--- config.mk ---
export PLATFORM = sky130hd
export DESIGN_NAME = instr_encoder
export DESIGN_NICKNAME = d
export VERILOG_FILES = /design/src/rtl/instr_encoder.sv
export SDC_FILE = /design/constraint.sdc
export NUM_CORES = 1
export LEC_CHECK = 0
export ABC_CLOCK_PERIOD_IN_PS = 2070
export CAP_MARGIN = 15
export CORE_ASPECT_RATIO = 1.2
export CORE_MARGIN = 5
export CORE_UTILIZATION = 46
export CTS_CLUSTER_SIZE = 16
export DETAILED_ROUTE_END_ITERATION = 8
export GPL_ROUTABILITY_DRIVEN = 0
export PLACE_DENSITY = 0.9
export SKIP_CTS_REPAIR_TIMING = 1
export SYNTH_ARGS = -nofsm -noshare
export SYNTH_HDL_FRONTEND = slang
export SYNTH_SLANG_ARGS = --single-unit
--- constraint.sdc ---
create_clock -name clk -period 2.07 [get_ports clk]
set_input_delay 0.414 -clock clk [delete_from_list [all_inputs] [get_ports clk]]
set_output_delay 0.414 -clock clk [all_outputs]
set_load 0.02 [all_outputs]
--- src/rtl/instr_encoder.sv ---
// rtl/instr_encoder.sv - program-load encoder packing symbolic myMIPS instructions into 16-bit words
//
// Purpose: accepts one symbolic instruction per in_valid/in_ready handshake, range-checks the
// fields the opcode actually uses, packs them into a 16-bit word and presents it with an
// auto-incrementing instruction-memory address on an out_valid/out_ready port.
// Optional feature macro: ENC_BRANCH_PAD_EN (append PAD_SLOTS nop words after beq/j/jal/jr).
//
// Ports:
//   clk, rst             clock, synchronous active-high reset
//   addr_load, addr_in   load next write address (IDLE only, has priority over accept)
//   in_valid, in_ready   instruction handshake
//   op_sel               operation select (0 add .. 15 nop)
//   reg_d, reg_s, reg_t  register fields (legal 0..7)
//   imm, shamt, jaddr    signed immediate (-32..31), shift amount (0..7), jump target
//   out_valid, out_ready word handshake
//   out_addr, out_data   write address and encoded word
//   enc_err              1-cycle pulse when an instruction is rejected
//   word_cnt             saturating count of emitted words
module instr_encoder #(
    parameter int AW        = 8,
    parameter int PAD_SLOTS = 3
) (
    input  logic          clk,
    input  logic          rst,
    input  logic          addr_load,
    input  logic [AW-1:0] addr_in,
    input  logic          in_valid,
    output logic          in_ready,
    input  logic [3:0]    op_sel,
    input  logic [3:0]    reg_d,
    input  logic [3:0]    reg_s,
    input  logic [3:0]    reg_t,
    input  logic [7:0]    imm,
    input  logic [3:0]    shamt,
    input  logic [11:0]   jaddr,
    output logic          out_valid,
    input  logic          out_ready,
    output logic [AW-1:0] out_addr,
    output logic [15:0]   out_data,
    output logic          enc_err,
    output logic [15:0]   word_cnt
);

    typedef enum logic [1:0] {
        S_IDLE,
        S_EMIT,
        S_PAD
    } state_t;

    state_t      state;
    logic [15:0] enc_word;
    logic        illegal;
    logic        is_branch;
    logic        imm_bad;

    // imm fits in 6 signed bits only if bits 7..5 are all copies of the sign
    assign imm_bad  = (imm[7:5] != 3'b000) && (imm[7:5] != 3'b111);
    assign in_ready = !rst && (state == S_IDLE) && !addr_load;

    always_comb begin
        enc_word  = 16'h0000;
        illegal   = 1'b0;
        is_branch = 1'b0;
        case (op_sel)
            4'd0, 4'd1, 4'd2, 4'd3, 4'd4: begin
                enc_word = {4'h0, reg_s[2:0], reg_t[2:0], reg_d[2:0], op_sel[2:0]};
                illegal  = reg_s[3] | reg_t[3] | reg_d[3];
            end
            4'd5, 4'd6: begin
                enc_word = {4'h0, reg_d[2:0], reg_s[2:0], shamt[2:0], op_sel[2:0]};
                illegal  = reg_d[3] | reg_s[3] | shamt[3];
            end
            4'd7: begin
                enc_word  = {4'h0, reg_s[2:0], 6'b000000, 3'd7};
                illegal   = reg_s[3];
                is_branch = 1'b1;
            end
            4'd8: begin
                enc_word = {4'h1, reg_d[2:0], reg_s[2:0], imm[5:0]};
                illegal  = reg_d[3] | reg_s[3] | imm_bad;
            end
            4'd9: begin
                enc_word = {4'h3, reg_d[2:0], reg_s[2:0], imm[5:0]};
                illegal  = reg_d[3] | reg_s[3] | imm_bad;
            end
            4'd10: begin
                enc_word = {4'h4, reg_s[2:0], reg_d[2:0], imm[5:0]};
                illegal  = reg_s[3] | reg_d[3] | imm_bad;
            end
            4'd11: begin
                enc_word = {4'h5, reg_s[2:0], reg_t[2:0], imm[5:0]};
                illegal  = reg_s[3] | reg_t[3] | imm_bad;
            end
            4'd12: begin
                enc_word  = {4'h6, reg_s[2:0], reg_t[2:0], imm[5:0]};
                illegal   = reg_s[3] | reg_t[3] | imm_bad;
                is_branch = 1'b1;
            end
            4'd13: begin
                enc_word  = {4'h7, jaddr};
                is_branch = 1'b1;
            end
            4'd14: begin
                enc_word  = {4'h8, jaddr};
                is_branch = 1'b1;
            end
            default: enc_word = 16'h0000;
        endcase
    end

`ifdef ENC_BRANCH_PAD_EN
    logic        pad_pend;
    logic [15:0] pad_left;
`else
    logic unused_cfg;
    assign unused_cfg = is_branch ^ (PAD_SLOTS != 0);
`endif

    always_ff @(posedge clk) begin
        if (rst) begin
            state     <= S_IDLE;
            out_valid <= 1'b0;
            out_addr  <= '0;
            out_data  <= 16'h0000;
            enc_err   <= 1'b0;
            word_cnt  <= 16'h0000;
`ifdef ENC_BRANCH_PAD_EN
            pad_pend  <= 1'b0;
            pad_left  <= 16'h0000;
`endif
        end else begin
            enc_err <= 1'b0;
            case (state)
                S_IDLE: begin
                    if (addr_load) begin
                        out_addr <= addr_in;
                    end else if (in_valid) begin
                        if (illegal) begin
                            enc_err <= 1'b1;
                        end else begin
                            out_data  <= enc_word;
                            out_valid <= 1'b1;
                            state     <= S_EMIT;
`ifdef ENC_BRANCH_PAD_EN
                            pad_pend  <= is_branch;
`endif
                        end
                    end
                end
                S_EMIT: begin
                    if (out_ready) begin
                        out_addr <= out_addr + 1'b1;
                        if (word_cnt != 16'hFFFF) word_cnt <= word_cnt + 1'b1;
`ifdef ENC_BRANCH_PAD_EN
                        if (pad_pend && (PAD_SLOTS > 0)) begin
                            // keep out_valid high; pad words follow back-to-back
                            out_data <= 16'h0000;
                            pad_left <= 16'(PAD_SLOTS);
                            state    <= S_PAD;
                        end else begin
                            out_valid <= 1'b0;
                            state     <= S_IDLE;
                        end
`else
                        out_valid <= 1'b0;
                        state     <= S_IDLE;
`endif
                    end
                end
                S_PAD: begin
`ifdef ENC_BRANCH_PAD_EN
                    if (out_ready) begin
                        out_addr <= out_addr + 1'b1;
                        if (word_cnt != 16'hFFFF) word_cnt <= word_cnt + 1'b1;
                        if (pad_left == 16'd1) begin
                            out_valid <= 1'b0;
                            state     <= S_IDLE;
                        end else begin
                            pad_left <= pad_left - 1'b1;
                        end
                    end
`else
                    out_valid <= 1'b0;
                    state     <= S_IDLE;
`endif
                end
                default: state <= S_IDLE;
            endcase
        end
    end

endmodule

# Word-level counts from Yosys, hierarchy flattened
# Cells that the tools add are included.
# totals
register_bits,44
inputBits,53
out_inout_bits,43
word_cells,77
# classes
n_addsub,2
n_eq_ne,23
mux,16
n_bitwise,10
reduce_logical,20
# op_table
op,count
16-bit case mux with 10 select lines,1
4-bit == test (second input constant),7
16-bit by 1-bit adder with 16-bit output (second input constant),1
4-bit by 3-bit == test with 1-bit output (second input constant),4
8-bit 2-to-1 mux,2
16-bit != test (second input constant),1
8-bit case mux with 2 select lines,1
2-bit != test (second input constant),5
8-bit by 1-bit adder with 8-bit output (second input constant),1
4-bit by 2-bit == test with 1-bit output (second input constant),2
2-bit 2-to-1 mux,4
4-bit AND reduction,2
1-bit bitwise OR,6
3-bit AND reduction,2
3-bit nonzero test,2
1-bit 2-to-1 mux,5
1-bit case mux with 5 select lines,1
5-bit AND reduction,1
5-bit OR reduction,1
4-bit by 1-bit == test with 1-bit output (second input constant),1
4-bit zero test,1
1-bit NOT,4
2-bit case mux with 2 select lines,1
2-bit OR reduction,2
other kinds (10),13

# Depth between registers and ports, before layout
# Gate-level depths: netlist of run 1.
# depth
word_depth,8
ltp_mapped,7
mapped_depth_nobuf,6

# Worst setup path after synthesis of run 1
# No wires, ideal clock.
# synth_timing
kind,in2reg
from,input op_sel[2]
to,register out_data[14]
setup_ns,0.071
t_arrival_ns,1.862
required_ns,1.999
setup_slack_ns,0.138
cell_stages,7
n_path_buf,2
path_cell_list,buf_6 > nand2b_4 > a211o_1 > and3_4 > buf_6 > or4_1 > a21oi_1
# synth_via
elab_chain_cells,5
word_cells_on_any_way,23
cone_classes,eq/ne (14); mux (2); bitwise (1); reduce/logical (6)
# synth_rtl
item,line,source
from (decl),29,"input logic [3:0] op_sel,"
"4-bit by 1-bit == test with 1-bit output, or another cell as far along",64,case (op_sel)
"5-bit OR reduction, or another cell as far along",64,
1-bit case mux with 5 select lines,64,
1-bit NOT (no line),n/a,
4-bit AND reduction (no line),n/a,
to (signal assigned),141,out_data <= enc_word;
to (decl),39,"output logic [15:0] out_data,"
# Parallel ways exist; a longest one is shown, timed or not.
# A chain may end at the register's enable or synchronous reset.

# Worst setup path after layout of run 1
# Same ends and word-level chain as after synthesis.

==> impl_metrics.toml, run 1 <==
[outcome]
status = "completed"

[detailed_routing]
post-route-drc-count = 0
via_count = 3145
vias_per_cell = 5.89
antenna_left = 0
drt_iter0_drc = 148
firstDrtPassIters = 5
wl_um = 8220
wl_per_cell_um = 15.4

[final_layout]
drive_gt1_share_pct = 13.2
layout.nets = 508
fin_area_mm2 = 0.00410
n_fill_cell = 450
layout.cells.non_filler = 534
areaGrowthSynthToFinish_pct = 51.0
antennaDiodeCount = 0

[worst_hold_path]
hold_path.startpoint = "out_data[3]"
whs_path_depth = 2
hold_path_end = "out_data[3]"
hp-class = "flip-flop to flip-flop"

[floorplanning]
initial_core_util_pct = 47.6
coreArea_mm2 = 0.00571
dieArea_mm2 = 0.00755
die_w_um = 80.1
num_rows = 30
fp.dieH_um = 94.2
boundaryPins = 96

[synthesis]
synth_enable_flop_cells = 0
yosys.area.top_type = "dfxtp_1"
synth_common_cells = "42 x dfxtp_1, 31 x nor2_1, 21 x a211oi_1"
synth_most_common_cell = "dfxtp_1"
synth_area_per_cell_um2 = 8.06
synthArstFlopShare_pct = 0
synthDistinctLibCells = 52
synth_top_area_share_pct = 31.0
netlist_top_cells_area = "dfxtp_1 31%, a211oi_1 5.8%, nor2_1 4.3%"
synthFlopType = "dfxtp_1"
syn_area_mm2 = 0.00272
synth_seq_area_share_pct = 31.0
yosysWarnings = 0
synth-seq-cells = 42
synth_fp_nets = 392
postSynthCellCount = 337

[sta]
finClkSkew_ns = 0.00414
final.setup.worst_slack_ns = 0.0565
finalHoldViolations = 0
slew_violations = 0
worstMarginPinSlew_ns = 0.556
slew-limit-headroom_pct = 61.9
setup_viol = 0
rsz0062_at_grt = "true"
fmax_ghz = 0.497
holdWs_ns = 0.475
period_minus_slack_ns = 2.01
finalCritPeriodShare_pct = 97.3

[global_route]
grt_usage_pct = 21.7
grt_pass1_vias = 3044
grt.overflow.total = 0
antenna_found_initial = 0
grt_first_pass_wirelength_um = 13300
grt_start_max_net_pins = 43

[worst_setup_path]
reg2regPathDepth = 6
cp.required_ns = 2.30
max_stage_delay_ns = 0.50
endpoint_kind = "flip-flop"
r2r-end = "word_cnt[15]"
cp-start-kind = "primary input"
reg2reg_from = "out_valid"
critical_path.cell_chain = "clkdlybuf4s50_1 -> nand2b_4 -> a211o_1 -> and3_4 -> or4_1 -> a21oi_1"
cpMaxStageDelayCell = "or4_1"
critPathArrivalTime_ns = 2.24
critPathKind = "primary input to flip-flop"
r2r_slack_ns = 0.21
cp_max_fo = 4

[place]
dp_slack_ns = -0.410
port_buffers = 95
postPlaceCellArea_mm2 = 0.00395
hpwl_um = 6440
dp.cells = 526

[power]
powerDensity_mw_per_mm2 = 494
ir_worst_vdd_v = 0.000285
leakagePower_nw = 1.50
total_power_mw = 2.02

[flow_run]
drv_cap = 0

[cts]
cts-htree-levels = 2
clk_pin_slew_ns = 0.08
numCtsBuffers = 5
cts_tree = "yes"
cts_buffer_depth = 2
insertion_delay_ns = 0.29
clock-sinks = 42
cts_root_buffer = "clkbuf_8"
-- layout make-up --
type                       instances  area, µm²  area share, %
tap                               80        100           2.44
inverter                           7       26.3          0.641
timing repair buffer             136       1270           31.0
multi-input combinational        261       1750           42.7
sequential                        42        841           20.5
clock inverter                     3       40.0          0.977
clock buffer                       5       68.8           1.68
-- routing by layer --
metal	global-route usage [%]	wire length, µm
met1	23.4	3190
met2	40.7	4320
met3	3.93	558
met4	8.73	148
met5	0	0
-- worst max-delay path, delay by kind of cell --
kind                   cells  cell delay [ns]
and+or+nand+nor            3             0.87
AOI/OAI and AO/OA          2             0.48
buffers and inverters      1             0.47
-- cells in the final DEF, fill, tap and decap left out, types with 4 or more instances in the layout --
master           instances
a211oi_1                20
a21oi_1                 16
a22oi_1                  4
a311oi_1                 4
a31oi_1                  9
a32oi_1                  4
and2_1                   8
and3_1                   5
buf_4                   39
clkbuf_8                 5
clkdlybuf4s50_1         93
dfxtp_1                 42
inv_1                    7
mux2i_1                 10
nand2_1                 19
nand3_1                 14
nand4_1                 11
nor2_1                  31
nor2b_1                  9
nor3_1                   7
o21ai_0                 12
o22ai_1                  4
o2bb2ai_1                4
o31ai_1                  7
xnor2_1                 11
xor2_1                   6
-- sequential cells by signal, indices dropped and copies added, names as in the netlist --
name and flops:
enc_err 1, out_addr 8, out_data 16, out_valid 1, word_cnt 16
-- per-stage QoR --
stage                     TNS (ns)  utilization (%)
after floorplan                  0                -
after global placement       -3.40             69.2
after detailed placement     -4.80             69.2
after CTS                   -0.166             71.1
after global routing       -0.0764             71.8
final                            0             71.8
-- cells by family after synthesis --
logic type	synth area share, %
mux	4.93
simple gates	23.5
fa+ha+maj	0.922
compound gates	28.6
xor+xnor	5.48
flops	31.0
buf+inv	5.67
-- power breakdown --
group          internal (mW)  total, mW  switching [mW]
clock network          0.355      0.636           0.281
logic                  0.275      0.528           0.253
registers              0.834      0.859          0.0255
total                   1.46       2.02           0.560
-- worst max path at each step --
stage | startpoint | end | slack (ns) | cells past startpoint
after floorplan | op_sel[2] | out_data[14] | 0.14 | 7
after global placement | op_sel[3] | out_data[14] | -0.26 | 6
after detailed placement | op_sel[3] | out_data[10] | -0.41 | 6
after CTS | op_sel[3] | out_data[10] | -0.09 | 6
after global routing | op_sel[2] | out_data[1] | -0.02 | 8
final | op_sel[2] | out_data[14] | 0.06 | 6
(Power assumes the default switching activity.)
==> run 2: changes to the inputs <==
CTS_CLUSTER_SIZE = default   (was 16)
==> results of run 2 <==
Same layout as run 1: the final DEF is identical, and so are final timing and power.
